===== config.mk =====
export PLATFORM = sky130hd
export DESIGN_NAME = qarma128_tweak_scheduler
export DESIGN_NICKNAME = d
export VERILOG_FILES = /design/src/rtl/qarma128_tweak_scheduler.sv
export SDC_FILE = /design/constraint.sdc
export NUM_CORES = 1
export LEC_CHECK = 0
export BUFFER_PORTS_ARGS = -buffer_cell sky130_fd_sc_hd__buf_2
export CAP_MARGIN = 40
export CORE_MARGIN = 2
export CORE_UTILIZATION = 50
export DETAILED_ROUTE_END_ITERATION = 8
export PLACE_DENSITY_LB_ADDON = 0.1
export SLEW_MARGIN = 5
export SYNTH_ARGS = -nofsm -noshare
export SYNTH_HDL_FRONTEND = slang
export SYNTH_SLANG_ARGS = --single-unit

===== constraint.sdc =====
create_clock -name clk -period 4.6 [get_ports clk]
set_clock_uncertainty 0.05 [all_clocks]
set_input_delay 0.92 -clock clk [delete_from_list [all_inputs] [get_ports clk]]
set_output_delay 0.92 -clock clk [all_outputs]
set_load 0.005 [all_outputs]

===== src/rtl/qarma128_tweak_scheduler.sv =====
// QARMA-128 tweak scheduler: streams the forward, reflector and backward round tweaks
// over a valid/ready port, recomputing each tweak in place from a single register.
module qarma128_tweak_scheduler #(
  parameter int unsigned ROUNDS = 11
) (
  input  logic         clk,
  input  logic         rst,
  input  logic         start,
  input  logic [127:0] tweak_in,
  output logic         busy,
  output logic         tk_valid,
  input  logic         tk_ready,
  output logic [127:0] tk_data,
  output logic [3:0]   tk_round,
  output logic [1:0]   tk_phase,
  output logic         tk_last,
  output logic         done
);

  typedef enum logic [2:0] {
    StIdle,
    StFwd,
    StRefl,
    StBwd,
    StDone
  } state_e;

  localparam logic [3:0] LastRound = 4'(ROUNDS - 1);

  localparam logic [3:0] HPerm    [16] = '{4'd6, 4'd5, 4'd14, 4'd15, 4'd0, 4'd1, 4'd2, 4'd3,
                                           4'd7, 4'd12, 4'd13, 4'd4, 4'd8, 4'd9, 4'd10, 4'd11};
  localparam logic [3:0] HInvPerm [16] = '{4'd4, 4'd5, 4'd6, 4'd7, 4'd11, 4'd1, 4'd0, 4'd8,
                                           4'd12, 4'd13, 4'd14, 4'd15, 4'd9, 4'd10, 4'd2, 4'd3};
  // Bit k set means cell k goes through the LFSR step (cells 0,1,3,4,8,11,13).
  localparam logic [15:0] WCells = 16'h291B;

  function automatic logic [7:0] w_cell(input logic [7:0] c);
    return {c[0] ^ c[2], c[7:1]};
  endfunction

  function automatic logic [7:0] w_inv_cell(input logic [7:0] n);
    return {n[6:0], n[7] ^ n[1]};
  endfunction

  function automatic logic [127:0] tweak_h(input logic [127:0] t);
    logic [127:0] r;
    r = '0;
    for (int i = 0; i < 16; i++) begin
      r[127-8*i -: 8] = t[127-8*int'(HPerm[i]) -: 8];
    end
    return r;
  endfunction

  function automatic logic [127:0] tweak_h_inv(input logic [127:0] t);
    logic [127:0] r;
    r = '0;
    for (int i = 0; i < 16; i++) begin
      r[127-8*i -: 8] = t[127-8*int'(HInvPerm[i]) -: 8];
    end
    return r;
  endfunction

  function automatic logic [127:0] tweak_w(input logic [127:0] t);
    logic [127:0] r;
    r = t;
    for (int i = 0; i < 16; i++) begin
      if (WCells[i]) r[127-8*i -: 8] = w_cell(t[127-8*i -: 8]);
    end
    return r;
  endfunction

  function automatic logic [127:0] tweak_w_inv(input logic [127:0] t);
    logic [127:0] r;
    r = t;
    for (int i = 0; i < 16; i++) begin
      if (WCells[i]) r[127-8*i -: 8] = w_inv_cell(t[127-8*i -: 8]);
    end
    return r;
  endfunction

  state_e       state_q;
  logic [127:0] tr_q;
  logic [3:0]   cnt_q;

  // The backward pass regenerates T_j by inverting the forward step, so only one
  // tweak register is ever needed.
  always_ff @(posedge clk) begin
    if (rst) begin
      state_q <= StIdle;
      tr_q    <= '0;
      cnt_q   <= '0;
    end else begin
      unique case (state_q)
        StIdle: begin
          if (start) begin
            state_q <= StFwd;
            tr_q    <= tweak_in;
            cnt_q   <= '0;
          end
        end
        StFwd: begin
          if (tk_ready) begin
            if (cnt_q == LastRound) begin
              state_q <= StRefl;
            end else begin
              tr_q  <= tweak_w(tweak_h(tr_q));
              cnt_q <= cnt_q + 4'd1;
            end
          end
        end
        StRefl: begin
          if (tk_ready) state_q <= StBwd;
        end
        StBwd: begin
          if (tk_ready) begin
            if (cnt_q == 4'd0) begin
              state_q <= StDone;
            end else begin
              tr_q  <= tweak_h_inv(tweak_w_inv(tr_q));
              cnt_q <= cnt_q - 4'd1;
            end
          end
        end
        StDone: state_q <= StIdle;
        default: state_q <= StIdle;
      endcase
    end
  end

  // Outputs decode registered state only; data fields read zero outside a beat.
  always_comb begin
    busy     = 1'b0;
    tk_valid = 1'b0;
    tk_data  = '0;
    tk_round = '0;
    tk_phase = 2'd0;
    tk_last  = 1'b0;
    done     = 1'b0;
    unique case (state_q)
      StIdle: ;
      StFwd: begin
        busy     = 1'b1;
        tk_valid = 1'b1;
        tk_data  = tr_q;
        tk_round = cnt_q;
        tk_phase = 2'd0;
      end
      StRefl: begin
        busy     = 1'b1;
        tk_valid = 1'b1;
        tk_data  = tr_q;
        tk_round = cnt_q;
        tk_phase = 2'd1;
      end
      StBwd: begin
        busy     = 1'b1;
        tk_valid = 1'b1;
        tk_data  = tr_q;
        tk_round = cnt_q;
        tk_phase = 2'd2;
        tk_last  = (cnt_q == 4'd0);
      end
      StDone: begin
        busy = 1'b1;
        done = 1'b1;
      end
      default: ;
    endcase
  end

endmodule


==> report_table.html, run 1 <==
<table>
<tr><th>Metric</th><th>Value</th></tr>
<tr><th colspan="2">Clocking</th></tr>
<tr><td>Number of buffers inserted during clock tree synthesis</td><td>17</td></tr>
<tr><td>CTS-repair resized insts</td><td>0</td></tr>
<tr><td>Number of levels the H-tree was split into</td><td>4</td></tr>
<tr><td>CTS hold repair buffers</td><td>0</td></tr>
<tr><td>TritonCTS clock tree</td><td>done</td></tr>
<tr><td>Clock root buffer</td><td>clkbuf_16</td></tr>
<tr><td>Num Clock Sinks</td><td>135</td></tr>
<tr><td>Number of post-CTS setup repair buffers</td><td>0</td></tr>
<tr><td>Max Buffers Root-to-Sink</td><td>2</td></tr>
<tr><td>Clock-pin slew reported for the worst setup and hold paths after clock tree synthesis</td><td>0.06 ns</td></tr>
<tr><td>Later-pin clock latency in the skew report</td><td>0.42 ns</td></tr>
<tr><th colspan="2">Pwr</th></tr>
<tr><td>Part of the total power dissipated in combinational logic</td><td>0.231</td></tr>
<tr><td>Clock network power share</td><td>0.361</td></tr>
<tr><td>Pwr per Cell Area</td><td>354.9 nW/µm²</td></tr>
<tr><td>Leakage Power</td><td>4.657 nW</td></tr>
<tr><td>Cell Int Power</td><td>approximately 2.6 mW</td></tr>
<tr><td>Peak VDD IR</td><td>roughly 0.30 mV</td></tr>
<tr><td>Net Sw Power</td><td>around 1.3 mW</td></tr>
<tr><td>Share of total power in sequential cells</td><td>0.409</td></tr>
<tr><td>Switching fraction of total power</td><td>0.3236</td></tr>
<tr><th colspan="2">Drt</th></tr>
<tr><td>Post-detailed-route DRC marker count</td><td>0</td></tr>
<tr><td>Overall via count from detail_route</td><td>around 8,700</td></tr>
<tr><td>DRC violation total after the first TritonRoute iteration</td><td>698</td></tr>
<tr><td>Ratio of routed vias to standard cells</td><td>~5.7</td></tr>
<tr><td>TritonRoute pass-1 iters</td><td>6</td></tr>
<tr><td>DR WL/cell</td><td>approximately 19 µm</td></tr>
<tr><td>Routed WL</td><td>28,870 µm</td></tr>
<tr><td>Antenna Violating Nets Remaining</td><td>0</td></tr>
<tr><th colspan="2">GRT</th></tr>
<tr><td>Wire length of the first global-routing pass</td><td>between 40,000 and 50,000 µm</td></tr>
<tr><td>Largest net degree at the start of global routing</td><td>240</td></tr>
<tr><td>Total gr overflow</td><td>0</td></tr>
<tr><td>Vias in the first global route</td><td>7,782</td></tr>
<tr><td>Initial antenna violation count</td><td>5</td></tr>
<tr><td>Global Route Usage Sum</td><td>0.2922</td></tr>
<tr><th colspan="2">Setup path</th></tr>
<tr><td>Category of the worst setup path capture point</td><td>output port</td></tr>
<tr><td>Depth of the worst register-to-register path</td><td>5</td></tr>
<tr><td>R2R Path Start</td><td>state_q[1]</td></tr>
<tr><td>Startpoint Class</td><td>register</td></tr>
<tr><td>Classification of the worst setup path</td><td>register to output port</td></tr>
<tr><td>Worst setup startpoint</td><td>state_q[0]</td></tr>
<tr><td>Endpoint required time on the critical path</td><td>3.63 ns</td></tr>
<tr><td>Largest fanout of any net on the critical path</td><td>roughly 240</td></tr>
<tr><td>Data arrival, critical path</td><td>between 2 and 2.5 ns</td></tr>
<tr><th colspan="2">Finish</th></tr>
<tr><td>Commonest non-fill, non-tap cells in the layout</td><td>269 x buf_2, 244 x nand2_1, 229 x mux2i_1, 134 x dfxtp_1, 133 x and2_1</td></tr>
<tr><td>Final nets</td><td>roughly 1,400</td></tr>
<tr><td>Layout Area Growth over Synthesis</td><td>21.17%</td></tr>
<tr><td>Layout cell share with drive strength beyond 1</td><td>0.2475</td></tr>
<tr><td>Most common cell after layout, fill and taps aside</td><td>buf_2</td></tr>
<tr><th colspan="2">Yosys</th></tr>
<tr><td>Post-synthesis net count</td><td>approximately 1,200</td></tr>
<tr><td>FF+latch count, synth</td><td>around 140</td></tr>
<tr><td>Register area share after synthesis</td><td>0.2995</td></tr>
<tr><td>Synth Instances</td><td>between 1,000 and 1,500</td></tr>
<tr><td>Most used flip-flop cell after synthesis</td><td>dfxtp_1</td></tr>
<tr><td>Number of unique standard cell types used by synthesis</td><td>46</td></tr>
<tr><td>Area of the mapped netlist</td><td>around 9000 µm²</td></tr>
<tr><td>Post-Syn Area per Cell</td><td>just over 8 µm²</td></tr>
<tr><td>Number of warnings issued by yosys</td><td>0</td></tr>
<tr><td>Fraction of registers with async set or reset after synthesis</td><td>0</td></tr>
<tr><td>Number of synthesized flops with an enable pin</td><td>0</td></tr>
<tr><th colspan="2">Die</th></tr>
<tr><td>Die boundary height</td><td>between 100 and 150 µm</td></tr>
<tr><td>Rows</td><td>between 40 and 50</td></tr>
<tr><td>Number of top-level design ports</td><td>270</td></tr>
<tr><td>Starting Density</td><td>0.5058</td></tr>
<tr><td>Width of the die</td><td>138.3 µm</td></tr>
<tr><td>Area of the die</td><td>roughly 19,000 µm²</td></tr>
<tr><td>Core outline area</td><td>~18,000 µm²</td></tr>
<tr><th colspan="2">Hold path</th></tr>
<tr><td>Hold path depth</td><td>2</td></tr>
<tr><td>Min-delay src</td><td>tr_q[118]</td></tr>
<tr><td>Path class of the lowest-slack min-delay path</td><td>register to register</td></tr>
<tr><th colspan="2">Placement</th></tr>
<tr><td>Half-perimeter wire length of the detailed placement result</td><td>approximately 20,000 µm</td></tr>
<tr><td>Minimum setup slack after placement</td><td>about 1.5 ns</td></tr>
<tr><td>Port bufs</td><td>about 270</td></tr>
<tr><td>GP Congestion</td><td>approximately 0.85</td></tr>
<tr><th colspan="2">STA</th></tr>
<tr><td>Time the worst path needs with I/O delays and setup</td><td>roughly 3.3 ns</td></tr>
<tr><td>Maximum operating frequency</td><td>303.5 MHz</td></tr>
<tr><td>Post-route setup TNS</td><td>0 ns</td></tr>
<tr><td>Number of failing hold endpoints at the final stage</td><td>0</td></tr>
<tr><td>Fin crit share</td><td>0.7164</td></tr>
<tr><td>Final max-slew violation count</td><td>0</td></tr>
<tr><td>Headroom to the max-slew limit</td><td>0.3053</td></tr>
<tr><td>Pin slew with the least headroom to its limit</td><td>approximately 1.0 ns</td></tr>
<tr><td>Final critical-path setup slack</td><td>~1.3 ns</td></tr>
<tr><td>RSZ-0062 raised after global routing</td><td>false</td></tr>
<tr><td>Count of endpoints failing setup in the final report</td><td>0</td></tr>
<tr><th colspan="2">Run status</th></tr>
<tr><td>Run status</td><td>finished, final reports clean</td></tr>
<tr><th colspan="2">Run</th></tr>
<tr><td>Max_cap viols</td><td>0</td></tr>
</table>
layer usage:
layer	GRT usage	share of wire	vias up
met5	0	0	-
met4	0.09721	0.023	0
met3	0.05819	0.068	39
met2	0.4534	0.46	329
met1	0.4079	0.45	4095
li1	-	-	4239
state kept, by name (all words and copies together), names as in the netlist:
register / count
tr_q: 128
cnt_q: 4
state_q: 3
synthesized netlist by cell type, types with 3 or more instances:
library cell | number | area [µm²]
nand2_1 | 244 | 915.9
mux2i_1 | 229 | 2292
dfxtp_1 | 135 | 2703
and2_1 | 133 | 832.1
o211ai_1 | 122 | 915.9
clkbuf_1 | 63 | 236.5
buf_2 | 18 | 90.09
a31oi_1 | 15 | 93.84
xnor2_1 | 15 | 131.4
a211oi_1 | 14 | 105.1
nor2_1 | 13 | 48.80
buf_1 | 12 | 45.04
buf_4 | 10 | 75.07
a21oi_1 | 9 | 45.04
a311oi_1 | 7 | 61.31
buf_6 | 5 | 56.30
a31o_1 | 3 | 26.28
nand3_1 | 3 | 15.01
nor3_1 | 3 | 15.01
nor3b_1 | 3 | 22.52
nor4_1 | 3 | 18.77
final cells by class:
class | instances | area (µm²)
flip-flops and latches | 135 | 2706
clock inverters | 9 | 123.9
well taps | 229 | 286.5
multi-input cells | 845 | 5839
clock buffers | 23 | 467.9
fillers | 1646 | 6907
diodes | 5 | 12.51
inverters | 3 | 16.27
repair buffers | 282 | 1481
worst max-delay path: stages, from the launching register on:
cell and delay, ns:
dfxtp_1 0.55, nor2b_4 0.28, buf_12 0.61, and3_1 0.27, buf_2 0.11
worst paths after layout:
kind	endpoint	slack, ns
setup reg to reg	tr_q[43]	1.54
hold reg to reg	tr_q[118]	0.44
hold / removal	tr_q[118]	0.44
setup / recovery	tk_last	1.30
power by group through the flow:
stage,Combinational (mW),Clock (mW),Sequential (mW)
after detailed placement,0.891,0,1.60
after CTS,0.896,1.42,1.58
after floorplan,0.684,0,1.47
after global placement,0.874,0,1.60
after global routing,0.996,1.46,1.60
final,0.896,1.40,1.59
cell families (layout without fill, tap and decap cells):
| kind of cell | Yosys count | count (layout) | share of synthesized area |
|---|---|---|---|
| and+or+nand+nor | 413 | 413 | 0.2164 |
| muxes | 230 | 230 | 0.2553 |
| AOI/OAI and AO/OA | 183 | 183 | 0.1525 |
| DFF | 135 | 135 | 0.2995 |
| buffers and inverters | 111 | 317 | 0.05699 |
| xor gates and xnor gates | 17 | 17 | 0.01650 |
| adders and majority gates | 2 | 2 | 0.002773 |
| other | 0 | 5 | 0 |
stage by stage:
| stage | power [mW] | instance area [µm²] | instances | hold slack [ns] | utilization |
|---|---|---|---|---|---|
| global route | 4.062 | 10930 | 1529 | 0.4739 | 0.6126 |
| detailed placement | 2.493 | 10330 | 1494 | 0.4357 | 0.5790 |
| floorplan | 2.154 | 9024 | 1091 | 0.4089 | - |
| CTS | 3.890 | 10920 | 1526 | 0.4444 | 0.6122 |
| global placement | 2.474 | 10310 | 1492 | 0.4230 | 0.5782 |
| finish | 3.881 | 10930 | 1531 | 0.4428 | 0.6129 |
(Power assumes the default switching activity.)
==> run 2, diff against run 1 <==
--- a/config.mk
+++ b/config.mk
@@ -8,7 +8,7 @@
 export BUFFER_PORTS_ARGS = -buffer_cell sky130_fd_sc_hd__buf_2
 export CAP_MARGIN = 40
 export CORE_MARGIN = 2
-export CORE_UTILIZATION = 50
+export CORE_UTILIZATION = 48
 export DETAILED_ROUTE_END_ITERATION = 8
 export PLACE_DENSITY_LB_ADDON = 0.1
 export SLEW_MARGIN = 5
==> constraint.sdc (replaced) <==
create_clock -name clk -period 2.9 [get_ports clk]
set_clock_uncertainty 0.05 [all_clocks]
set_input_delay 0.58 -clock clk [delete_from_list [all_inputs] [get_ports clk]]
set_output_delay 0.58 -clock clk [all_outputs]
set_load 0.005 [all_outputs]
==> run 2 against run 1 <==
  * Wire length grew 2.0%
  * First-iteration DRC count shrank 29%
  * Setup slack got worse by 1.1 ns
  * Sequential share of layout area shrank 0.30 points
  * Power rose by 60%
  * Non-clock buffer count grew 8
  * Cell area rose by 1.2%
  * Combinational power rose by 61%
  * Register-to-register slack got worse by 1.3 ns
  * Clock power increased by 59%
  * Global-route usage down 0.67 points
  * Critical path type is now register to register
  * Largest cell class unchanged
==> report_table.html, run 2 (synthesis results as in run 1) <==
<table>
<tr><th>Metric</th><th>Value</th></tr>
<tr><th colspan="2">Setup path</th></tr>
<tr><td>Depth of the worst register-to-register path</td><td>5 (unchanged)</td></tr>
<tr><td>Category of the worst setup path capture point</td><td>register</td></tr>
<tr><td>Largest fanout of any net on the critical path</td><td>19 (-92%)</td></tr>
<tr><td>Max incr delay on CP</td><td>0.70 ns (+0.09 ns)</td></tr>
<tr><td>Classification of the worst setup path</td><td>register to register</td></tr>
<tr><td>Critical-path cell list</td><td>nor4_1, a31oi_2, nand3_4, buf_4, mux2i_1</td></tr>
<tr><td>Startpoint Class</td><td>register</td></tr>
<tr><td>Data arrival, critical path</td><td>2.93 ns (+0.60 ns)</td></tr>
<tr><td>Endpoint required time on the critical path</td><td>3.14 ns (-0.49 ns)</td></tr>
<tr><td>Critical path's slowest cell</td><td>a31oi_2</td></tr>
<tr><th colspan="2">STA</th></tr>
<tr><td>Tightest hold margin</td><td>0.3920 ns (-0.05078 ns)</td></tr>
<tr><td>Number of failing hold endpoints at the final stage</td><td>0 (unchanged)</td></tr>
<tr><td>Final critical-path setup slack</td><td>0.2158 ns (-1.089 ns)</td></tr>
<tr><td>Time the worst path needs with I/O delays and setup</td><td>between 2 and 3 ns</td></tr>
<tr><td>Maximum operating frequency</td><td>about 370 MHz</td></tr>
<tr><td>Count of endpoints failing setup in the final report</td><td>0 (unchanged)</td></tr>
<tr><td>RSZ-0062 raised after global routing</td><td>false</td></tr>
<tr><td>Final max-slew violation count</td><td>0 (unchanged)</td></tr>
<tr><td>Fin crit share</td><td>0.9256</td></tr>
<tr><td>Pin slew with the least headroom to its limit</td><td>0.9225 ns (-0.1196 ns)</td></tr>
<tr><td>Post-route setup TNS</td><td>0 ns (unchanged)</td></tr>
<tr><td>Headroom to the max-slew limit</td><td>0.3817 (+0.07641)</td></tr>
<tr><th colspan="2">Drt</th></tr>
<tr><td>Routed WL</td><td>29,460 µm (+2.0%)</td></tr>
<tr><td>DRC violation total after the first TritonRoute iteration</td><td>496 (-29%)</td></tr>
<tr><td>Antenna Violating Nets Remaining</td><td>0 (unchanged)</td></tr>
<tr><td>Post-detailed-route DRC marker count</td><td>0 (unchanged)</td></tr>
<tr><td>DR WL/cell</td><td>19.08 µm (+1.2%)</td></tr>
<tr><td>TritonRoute pass-1 iters</td><td>4 (-2)</td></tr>
<tr><td>Overall via count from detail_route</td><td>8,682 (-0.23%)</td></tr>
<tr><td>Ratio of routed vias to standard cells</td><td>5.623 (-1.1%)</td></tr>
<tr><th colspan="2">GRT</th></tr>
<tr><td>Total gr overflow</td><td>0 (unchanged)</td></tr>
<tr><td>Wire length of the first global-routing pass</td><td>44,530 µm (-0.28%)</td></tr>
<tr><td>Global Route Usage Sum</td><td>0.2855 (-0.006664)</td></tr>
<tr><td>Initial antenna violation count</td><td>9 (+4)</td></tr>
<tr><td>Vias in the first global route</td><td>7,693 (-1.1%)</td></tr>
<tr><td>Largest net degree at the start of global routing</td><td>150 (-38%)</td></tr>
<tr><th colspan="2">Clocking</th></tr>
<tr><td>Clock root buffer</td><td>clkbuf_16</td></tr>
<tr><td>Number of buffers inserted during clock tree synthesis</td><td>17 (unchanged)</td></tr>
<tr><td>Number of levels the H-tree was split into</td><td>4 (unchanged)</td></tr>
<tr><td>Later-pin clock latency in the skew report</td><td>0.42 ns (about the same)</td></tr>
<tr><td>Num Clock Sinks</td><td>135 (unchanged)</td></tr>
<tr><td>TritonCTS clock tree</td><td>done</td></tr>
<tr><td>Max Buffers Root-to-Sink</td><td>2 (unchanged)</td></tr>
<tr><td>Clock-pin slew reported for the worst setup and hold paths after clock tree synthesis</td><td>0.06 ns (about the same)</td></tr>
<tr><td>Number of post-CTS setup repair buffers</td><td>0 (unchanged)</td></tr>
<tr><th colspan="2">Hold path</th></tr>
<tr><td>Hold path depth</td><td>3 (+1)</td></tr>
<tr><td>Path class of the lowest-slack min-delay path</td><td>input pin to register</td></tr>
<tr><th colspan="2">Pwr</th></tr>
<tr><td>Pwr per Cell Area</td><td>560.0 nW/µm² (+58%)</td></tr>
<tr><td>Post-layout total power</td><td>6.199 mW (+60%)</td></tr>
<tr><td>Peak VDD IR</td><td>0.4136 mV (+39%)</td></tr>
<tr><td>Leakage Power</td><td>4.704 nW (+1.0%)</td></tr>
<tr><th colspan="2">Finish</th></tr>
<tr><td>Final nets</td><td>1,426 (+0.56%)</td></tr>
<tr><td>Largest register by flop count</td><td>tr_q</td></tr>
<tr><td>Number of flip-flops in the largest register</td><td>128 (unchanged)</td></tr>
<tr><td>Largest registers ranked by flip-flop count</td><td>tr_q: 128 flops, cnt_q: 4 flops, state_q: 3 flops</td></tr>
<tr><td>Final non-filler cell area</td><td>11,070 µm² (+1.2%)</td></tr>
<tr><td>Commonest non-fill, non-tap cells in the layout</td><td>269 x buf_2, 244 x nand2_1, 229 x mux2i_1, 134 x dfxtp_1, 133 x and2_1</td></tr>
<tr><td>Most common cell after layout, fill and taps aside</td><td>buf_2</td></tr>
<tr><td>Layout Area Growth over Synthesis</td><td>22.66%</td></tr>
<tr><td>Cell Count, Final, Fillers Out</td><td>1,544 (+0.85%)</td></tr>
<tr><td>Final standard cell utilization of the core</td><td>0.5957 (-0.01719)</td></tr>
<tr><td>Layout cell share with drive strength beyond 1</td><td>0.2552 (+0.007678)</td></tr>
<tr><th colspan="2">Die</th></tr>
<tr><td>Core outline area</td><td>18,580 µm² (+4.1%)</td></tr>
<tr><td>Starting Density</td><td>0.4857 (-0.02013)</td></tr>
<tr><td>Rows</td><td>50 (+2.0%)</td></tr>
<tr><td>Number of top-level design ports</td><td>270 (unchanged)</td></tr>
<tr><td>Area of the die</td><td>19,910 µm² (+4.0%)</td></tr>
<tr><td>Width of the die</td><td>141.1 µm (+2.0%)</td></tr>
<tr><td>Die boundary height</td><td>141.1 µm (+2.0%)</td></tr>
<tr><th colspan="2">Placement</th></tr>
<tr><td>Area after detailed placement</td><td>10,450 µm² (+1.1%)</td></tr>
<tr><td>Port bufs</td><td>269 (unchanged)</td></tr>
<tr><td>Minimum setup slack after placement</td><td>0.2349 ns (-1.305 ns)</td></tr>
<tr><td>Number of placed cells counting well taps</td><td>1,507 (+0.87%)</td></tr>
<tr><td>Half-perimeter wire length of the detailed placement result</td><td>20,840 µm (+3.9%)</td></tr>
<tr><td>GP Congestion</td><td>0.8767 (+3.2%)</td></tr>
<tr><th colspan="2">Run</th></tr>
<tr><td>Max_cap viols</td><td>0 (unchanged)</td></tr>
<tr><th colspan="2">Run status</th></tr>
<tr><td>Run status</td><td>finished, final reports clean</td></tr>
</table>
==> run 2: cell types whose count changed in the layout (fill, tap and decap cells not counted) <==
cell / change
clkinv_4: +1
clkbuf_1: -4
clkinvlp_4: +4
clkbuf_8: -2
inv_6: +2
buf_12: +4
buf_6: +2
clkinv_2: -2
inv_4: +1
buf_4: +2
==> run 2: metal layers <==
| layer | wire length, µm | share of wire | track usage |
|---|---|---|---|
| met2 | 13080 | 0.44 | 0.4374 |
| met4 | 499 | 0.017 | 0.07053 |
| met1 | 13590 | 0.46 | 0.4029 |
| met5 | 55 | 0.0019 | 0 |
| met3 | 2236 | 0.076 | 0.07167 |
==> run 2: timing repair <==
item	CTS	global route
hold endpoints to repair	0	0
hold buffers	0	0
setup endpoints to repair	0	38
resized for setup	0	2
==> run 2: cell type report <==
| type | count | area, µm² |
|---|---|---|
| diodes | 5 | 12.51 |
| clock buffers | 17 | 425.4 |
| clock inverters | 15 | 176.4 |
| fillers | 1750 | 7512 |
| inverters | 3 | 16.27 |
| multi-input cells | 845 | 5839 |
| flip-flops and latches | 135 | 2706 |
| well taps | 234 | 292.8 |
| repair buffers | 290 | 1599 |
==> run 2: worst max-delay path: cells and delay by family (launching register included) <==
kind	cells	cell delay (ns)
and+or+nand+nor	2	0.59
buffers and inverters	1	0.38
muxes	1	0.16
DFF	1	0.66
AOI/OAI and AO/OA	1	0.70
==> run 2: power by group <==
| group | leakage, nW | switching, mW | internal (mW) |
|---|---|---|---|
| clock network | 0.286 | 0.874 | 1.35 |
| logic | 3.30 | 0.762 | 0.677 |
| registers | 1.11 | 0.420 | 2.11 |
| total | 4.70 | 2.06 | 4.14 |
==> run 2: worst paths after layout <==
check | endpoint | slack (ns) | from
setup / recovery | tr_q[82] | 0.22 | state_q[2]
hold / removal | tr_q[63] | 0.39 | tweak_in[63]
hold reg to reg | tr_q[115] | 0.44 | tr_q[115]
setup reg to reg | tr_q[82] | 0.22 | state_q[2]
==> run 3, diff against run 2 <==
--- a/config.mk
+++ b/config.mk
@@ -8,7 +8,7 @@
 export BUFFER_PORTS_ARGS = -buffer_cell sky130_fd_sc_hd__buf_2
 export CAP_MARGIN = 40
 export CORE_MARGIN = 2
-export CORE_UTILIZATION = 48
+export CORE_UTILIZATION = 50
 export DETAILED_ROUTE_END_ITERATION = 8
 export PLACE_DENSITY_LB_ADDON = 0.1
 export SLEW_MARGIN = 5
==> constraint.sdc (replaced) <==
create_clock -name clk -period 3.49 [get_ports clk]
set_clock_uncertainty 0.05 [all_clocks]
set_input_delay 0.698 -clock clk [delete_from_list [all_inputs] [get_ports clk]]
set_output_delay 0.698 -clock clk [all_outputs]
set_load 0.005 [all_outputs]
==> run 3 against run 2 <==
  * Combinational power decreased by 15%
  * Non-clock buffer count increased by 2
  * Core utilization increased by 2.9 points
  * Global-route usage increased by 1.3 points
  * Largest power group unchanged
==> report_table.html, run 3 (synthesis results as in run 1) <==
<table>
<tr><th>Metric</th><th>Value</th></tr>
<tr><th colspan="2">Run status</th></tr>
<tr><td>Run status</td><td>finished, final reports clean</td></tr>
<tr><th colspan="2">Pwr</th></tr>
<tr><td>Part of the total power dissipated in combinational logic</td><td>0.227 (-0.005)</td></tr>
<tr><td>Leakage Power</td><td>4.752 nW (+1.0%)</td></tr>
<tr><td>Cell Int Power</td><td>3.678 mW (-11%)</td></tr>
<tr><td>Peak VDD IR</td><td>0.3270 mV (-21%)</td></tr>
<tr><td>Pwr per Cell Area</td><td>482.3 nW/µm² (-14%)</td></tr>
<tr><td>Clock network power share</td><td>0.384 (+0.025)</td></tr>
<tr><td>Post-layout total power</td><td>5.375 mW (-13%)</td></tr>
<tr><td>Switching fraction of total power</td><td>0.3158 (-0.01580)</td></tr>
<tr><td>Net Sw Power</td><td>1.698 mW (-17%)</td></tr>
<tr><td>Share of total power in sequential cells</td><td>0.389 (-0.019)</td></tr>
<tr><th colspan="2">Setup path</th></tr>
<tr><td>Max incr delay on CP</td><td>0.56 ns (-0.14 ns)</td></tr>
<tr><td>Timing endpoint of the critical path</td><td>tk_data[36]</td></tr>
<tr><td>Critical-path cell list</td><td>nor2_1, nor2_4, buf_4, and2_1, buf_2</td></tr>
<tr><td>Crit-path leading delay family</td><td>buffers and inverters</td></tr>
<tr><td>Buffering stage count on the worst path with inverters included</td><td>2 (+1)</td></tr>
<tr><td>Critical path's slowest cell</td><td>dfxtp_1</td></tr>
<tr><td>Reg-to-reg endpoint</td><td>tr_q[17]</td></tr>
<tr><td>Startpoint Class</td><td>register</td></tr>
<tr><td>Largest fanout of any net on the critical path</td><td>78 (+59)</td></tr>
<tr><td>Worst-case register-to-register setup slack</td><td>0.51 ns (+0.29 ns)</td></tr>
<tr><td>Category of the worst setup path capture point</td><td>output port</td></tr>
<tr><td>Classification of the worst setup path</td><td>register to output port</td></tr>
<tr><td>Data arrival, critical path</td><td>2.23 ns (-0.70 ns)</td></tr>
<tr><td>Depth of the worst register-to-register path</td><td>5 (unchanged)</td></tr>
<tr><td>Endpoint required time on the critical path</td><td>2.74 ns (-0.40 ns)</td></tr>
<tr><td>R2R Path Start</td><td>state_q[2]</td></tr>
<tr><td>Critical path depth</td><td>5 (unchanged)</td></tr>
<tr><td>Worst setup startpoint</td><td>state_q[0]</td></tr>
<tr><th colspan="2">GRT</th></tr>
<tr><td>Global Route Usage Sum</td><td>0.2988 (+0.01320)</td></tr>
<tr><td>Total gr overflow</td><td>0 (unchanged)</td></tr>
<tr><td>Initial antenna violation count</td><td>6 (-3)</td></tr>
<tr><td>Wire length of the first global-routing pass</td><td>45,910 µm (+3.1%)</td></tr>
<tr><td>Vias in the first global route</td><td>8,112 (+5.4%)</td></tr>
<tr><td>Largest net degree at the start of global routing</td><td>205 (+37%)</td></tr>
<tr><th colspan="2">Run</th></tr>
<tr><td>Max_cap viols</td><td>0 (unchanged)</td></tr>
<tr><th colspan="2">Finish</th></tr>
<tr><td>Final standard cell utilization of the core</td><td>0.6247 (+0.02897)</td></tr>
<tr><td>Largest registers ranked by flip-flop count</td><td>tr_q: 128 flops, cnt_q: 4 flops, state_q: 3 flops</td></tr>
<tr><td>Largest register by flop count</td><td>tr_q</td></tr>
<tr><td>Commonest non-fill, non-tap cells in the layout</td><td>269 x buf_2, 244 x nand2_1, 229 x mux2i_1, 134 x dfxtp_1, 133 x and2_1</td></tr>
<tr><td>Layout cell share with drive strength beyond 1</td><td>0.2555 (+0.0003746)</td></tr>
<tr><td>Layout Area Growth over Synthesis</td><td>23.50%</td></tr>
<tr><td>Final nets</td><td>1,428 (+0.14%)</td></tr>
<tr><td>Cell Count, Final, Fillers Out</td><td>1,542 (-0.13%)</td></tr>
<tr><td>Number of flip-flops in the largest register</td><td>128 (unchanged)</td></tr>
<tr><td>Most common cell after layout, fill and taps aside</td><td>buf_2</td></tr>
<tr><td>Final non-filler cell area</td><td>11,140 µm² (+0.69%)</td></tr>
<tr><th colspan="2">Die</th></tr>
<tr><td>Width of the die</td><td>138.3 µm (-2.0%)</td></tr>
<tr><td>Rows</td><td>49 (-2.0%)</td></tr>
<tr><td>Starting Density</td><td>0.5058 (+0.02013)</td></tr>
<tr><td>Number of top-level design ports</td><td>270 (unchanged)</td></tr>
<tr><td>Core outline area</td><td>17,840 µm² (-4.0%)</td></tr>
<tr><td>Area of the die</td><td>19,140 µm² (-3.9%)</td></tr>
<tr><td>Die boundary height</td><td>138.3 µm (-2.0%)</td></tr>
<tr><th colspan="2">Placement</th></tr>
<tr><td>GP Congestion</td><td>0.8310 (-5.2%)</td></tr>
<tr><td>Number of placed cells counting well taps</td><td>1,504 (-0.20%)</td></tr>
<tr><td>Port bufs</td><td>269 (unchanged)</td></tr>
<tr><td>Area after detailed placement</td><td>10,460 µm² (about the same)</td></tr>
<tr><td>Minimum setup slack after placement</td><td>0.5407 ns (+0.3058 ns)</td></tr>
<tr><td>Half-perimeter wire length of the detailed placement result</td><td>20,410 µm (-2.1%)</td></tr>
<tr><th colspan="2">STA</th></tr>
<tr><td>Count of endpoints failing setup in the final report</td><td>0 (unchanged)</td></tr>
<tr><td>Maximum operating frequency</td><td>335.3 MHz</td></tr>
<tr><td>Number of failing hold endpoints at the final stage</td><td>0 (unchanged)</td></tr>
<tr><td>Headroom to the max-slew limit</td><td>0.4038 (+0.02216)</td></tr>
<tr><td>Post-route setup TNS</td><td>0 ns (unchanged)</td></tr>
<tr><td>Fin crit share</td><td>0.8546</td></tr>
<tr><td>Final critical-path setup slack</td><td>0.5074 ns (+0.2915 ns)</td></tr>
<tr><td>RSZ-0062 raised after global routing</td><td>false</td></tr>
<tr><td>Time the worst path needs with I/O delays and setup</td><td>about 3.0 ns</td></tr>
<tr><td>Tightest hold margin</td><td>0.4365 ns (+0.04448 ns)</td></tr>
<tr><td>Final max-slew violation count</td><td>0 (unchanged)</td></tr>
<tr><td>Pin slew with the least headroom to its limit</td><td>0.8942 ns (-0.02822 ns)</td></tr>
<tr><th colspan="2">Clocking</th></tr>
<tr><td>Num Clock Sinks</td><td>135 (unchanged)</td></tr>
<tr><td>Number of levels the H-tree was split into</td><td>4 (unchanged)</td></tr>
<tr><td>Clock root buffer</td><td>clkbuf_16</td></tr>
<tr><td>CTS hold repair buffers</td><td>0 (unchanged)</td></tr>
<tr><td>Clock-pin slew reported for the worst setup and hold paths after clock tree synthesis</td><td>0.06 ns (about the same)</td></tr>
<tr><td>Number of post-CTS setup repair buffers</td><td>0 (unchanged)</td></tr>
<tr><td>Max Buffers Root-to-Sink</td><td>2 (unchanged)</td></tr>
<tr><td>TritonCTS clock tree</td><td>done</td></tr>
<tr><td>CTS-repair resized insts</td><td>0 (unchanged)</td></tr>
<tr><td>Later-pin clock latency in the skew report</td><td>0.43 ns (about the same)</td></tr>
<tr><td>Number of buffers inserted during clock tree synthesis</td><td>17 (unchanged)</td></tr>
<tr><th colspan="2">Hold path</th></tr>
<tr><td>Path class of the lowest-slack min-delay path</td><td>register to register</td></tr>
<tr><th colspan="2">Drt</th></tr>
<tr><td>TritonRoute pass-1 iters</td><td>6 (+2)</td></tr>
<tr><td>DR WL/cell</td><td>19.11 µm (+0.16%)</td></tr>
<tr><td>Ratio of routed vias to standard cells</td><td>5.712 (+1.6%)</td></tr>
<tr><td>Post-detailed-route DRC marker count</td><td>0 (unchanged)</td></tr>
<tr><td>Antenna Violating Nets Remaining</td><td>0 (unchanged)</td></tr>
<tr><td>Overall via count from detail_route</td><td>8,808 (+1.5%)</td></tr>
<tr><td>DRC violation total after the first TritonRoute iteration</td><td>801 (+61%)</td></tr>
<tr><td>Routed WL</td><td>29,470 µm (about the same)</td></tr>
</table>
## run 3: cell types whose count changed in the layout (fill, tap and decap cells not counted)
cell / before / now
buf_4: 12 / 16
buf_6: 2 / 0
bufinv_16: 3 / 5
clkbuf_8: 0 / 2
clkinvlp_4: 4 / 2
inv_6: 3 / 1
clkbuf_1: 0 / 1
clkbuf_16: 17 / 18
clkinv_2: 3 / 2
diode_2: 5 / 6
inv_4: 1 / 0
## run 3: tightest hold or removal path, delay by kind of cell, from the launching register on
kind,cells,cell delay (ns)
flops,1,0.33
mux,1,0.05
simple gates,1,0.06
## run 3: worst min path at each step
stage / from / to / slack, ns / cells after the start
floorplan: tr_q[34] / tr_q[34] / 0.41 / 2
global placement: tr_q[115] / tr_q[115] / 0.43 / 2
detailed placement: tr_q[118] / tr_q[118] / 0.43 / 2
CTS: tr_q[118] / tr_q[118] / 0.44 / 2
global route: tr_q[117] / tr_q[117] / 0.48 / 2
finish: tr_q[118] / tr_q[118] / 0.44 / 2
## run 3: final cells by class
cell class | count | area, µm²
multi-input cells | 845 | 5839
flip-flops and latches | 135 | 2706
fillers | 1633 | 6696
clock buffers | 21 | 481.7
diodes | 6 | 15.01
clock inverters | 11 | 192.7
inverters | 3 | 16.27
repair buffers | 292 | 1607
well taps | 229 | 286.5
## run 3: layer usage
metal  vias up  wire length, µm  GRT usage
li1       4274                -          -
met1      4159            13380     0.4204
met2       335            13510     0.4672
met3        38             2007    0.06062
met4         2              560    0.08217
met5         -               16          0
## run 3: power by group through the flow
stage / clock network, mW / logic [mW] / registers, mW
floorplan: 0 / 0.901 / 1.94
global placement: 0 / 1.18 / 2.11
detailed placement: 0 / 1.21 / 2.11
CTS: 2.08 / 1.22 / 2.08
global route: 2.13 / 1.36 / 2.11
finish: 2.06 / 1.22 / 2.09
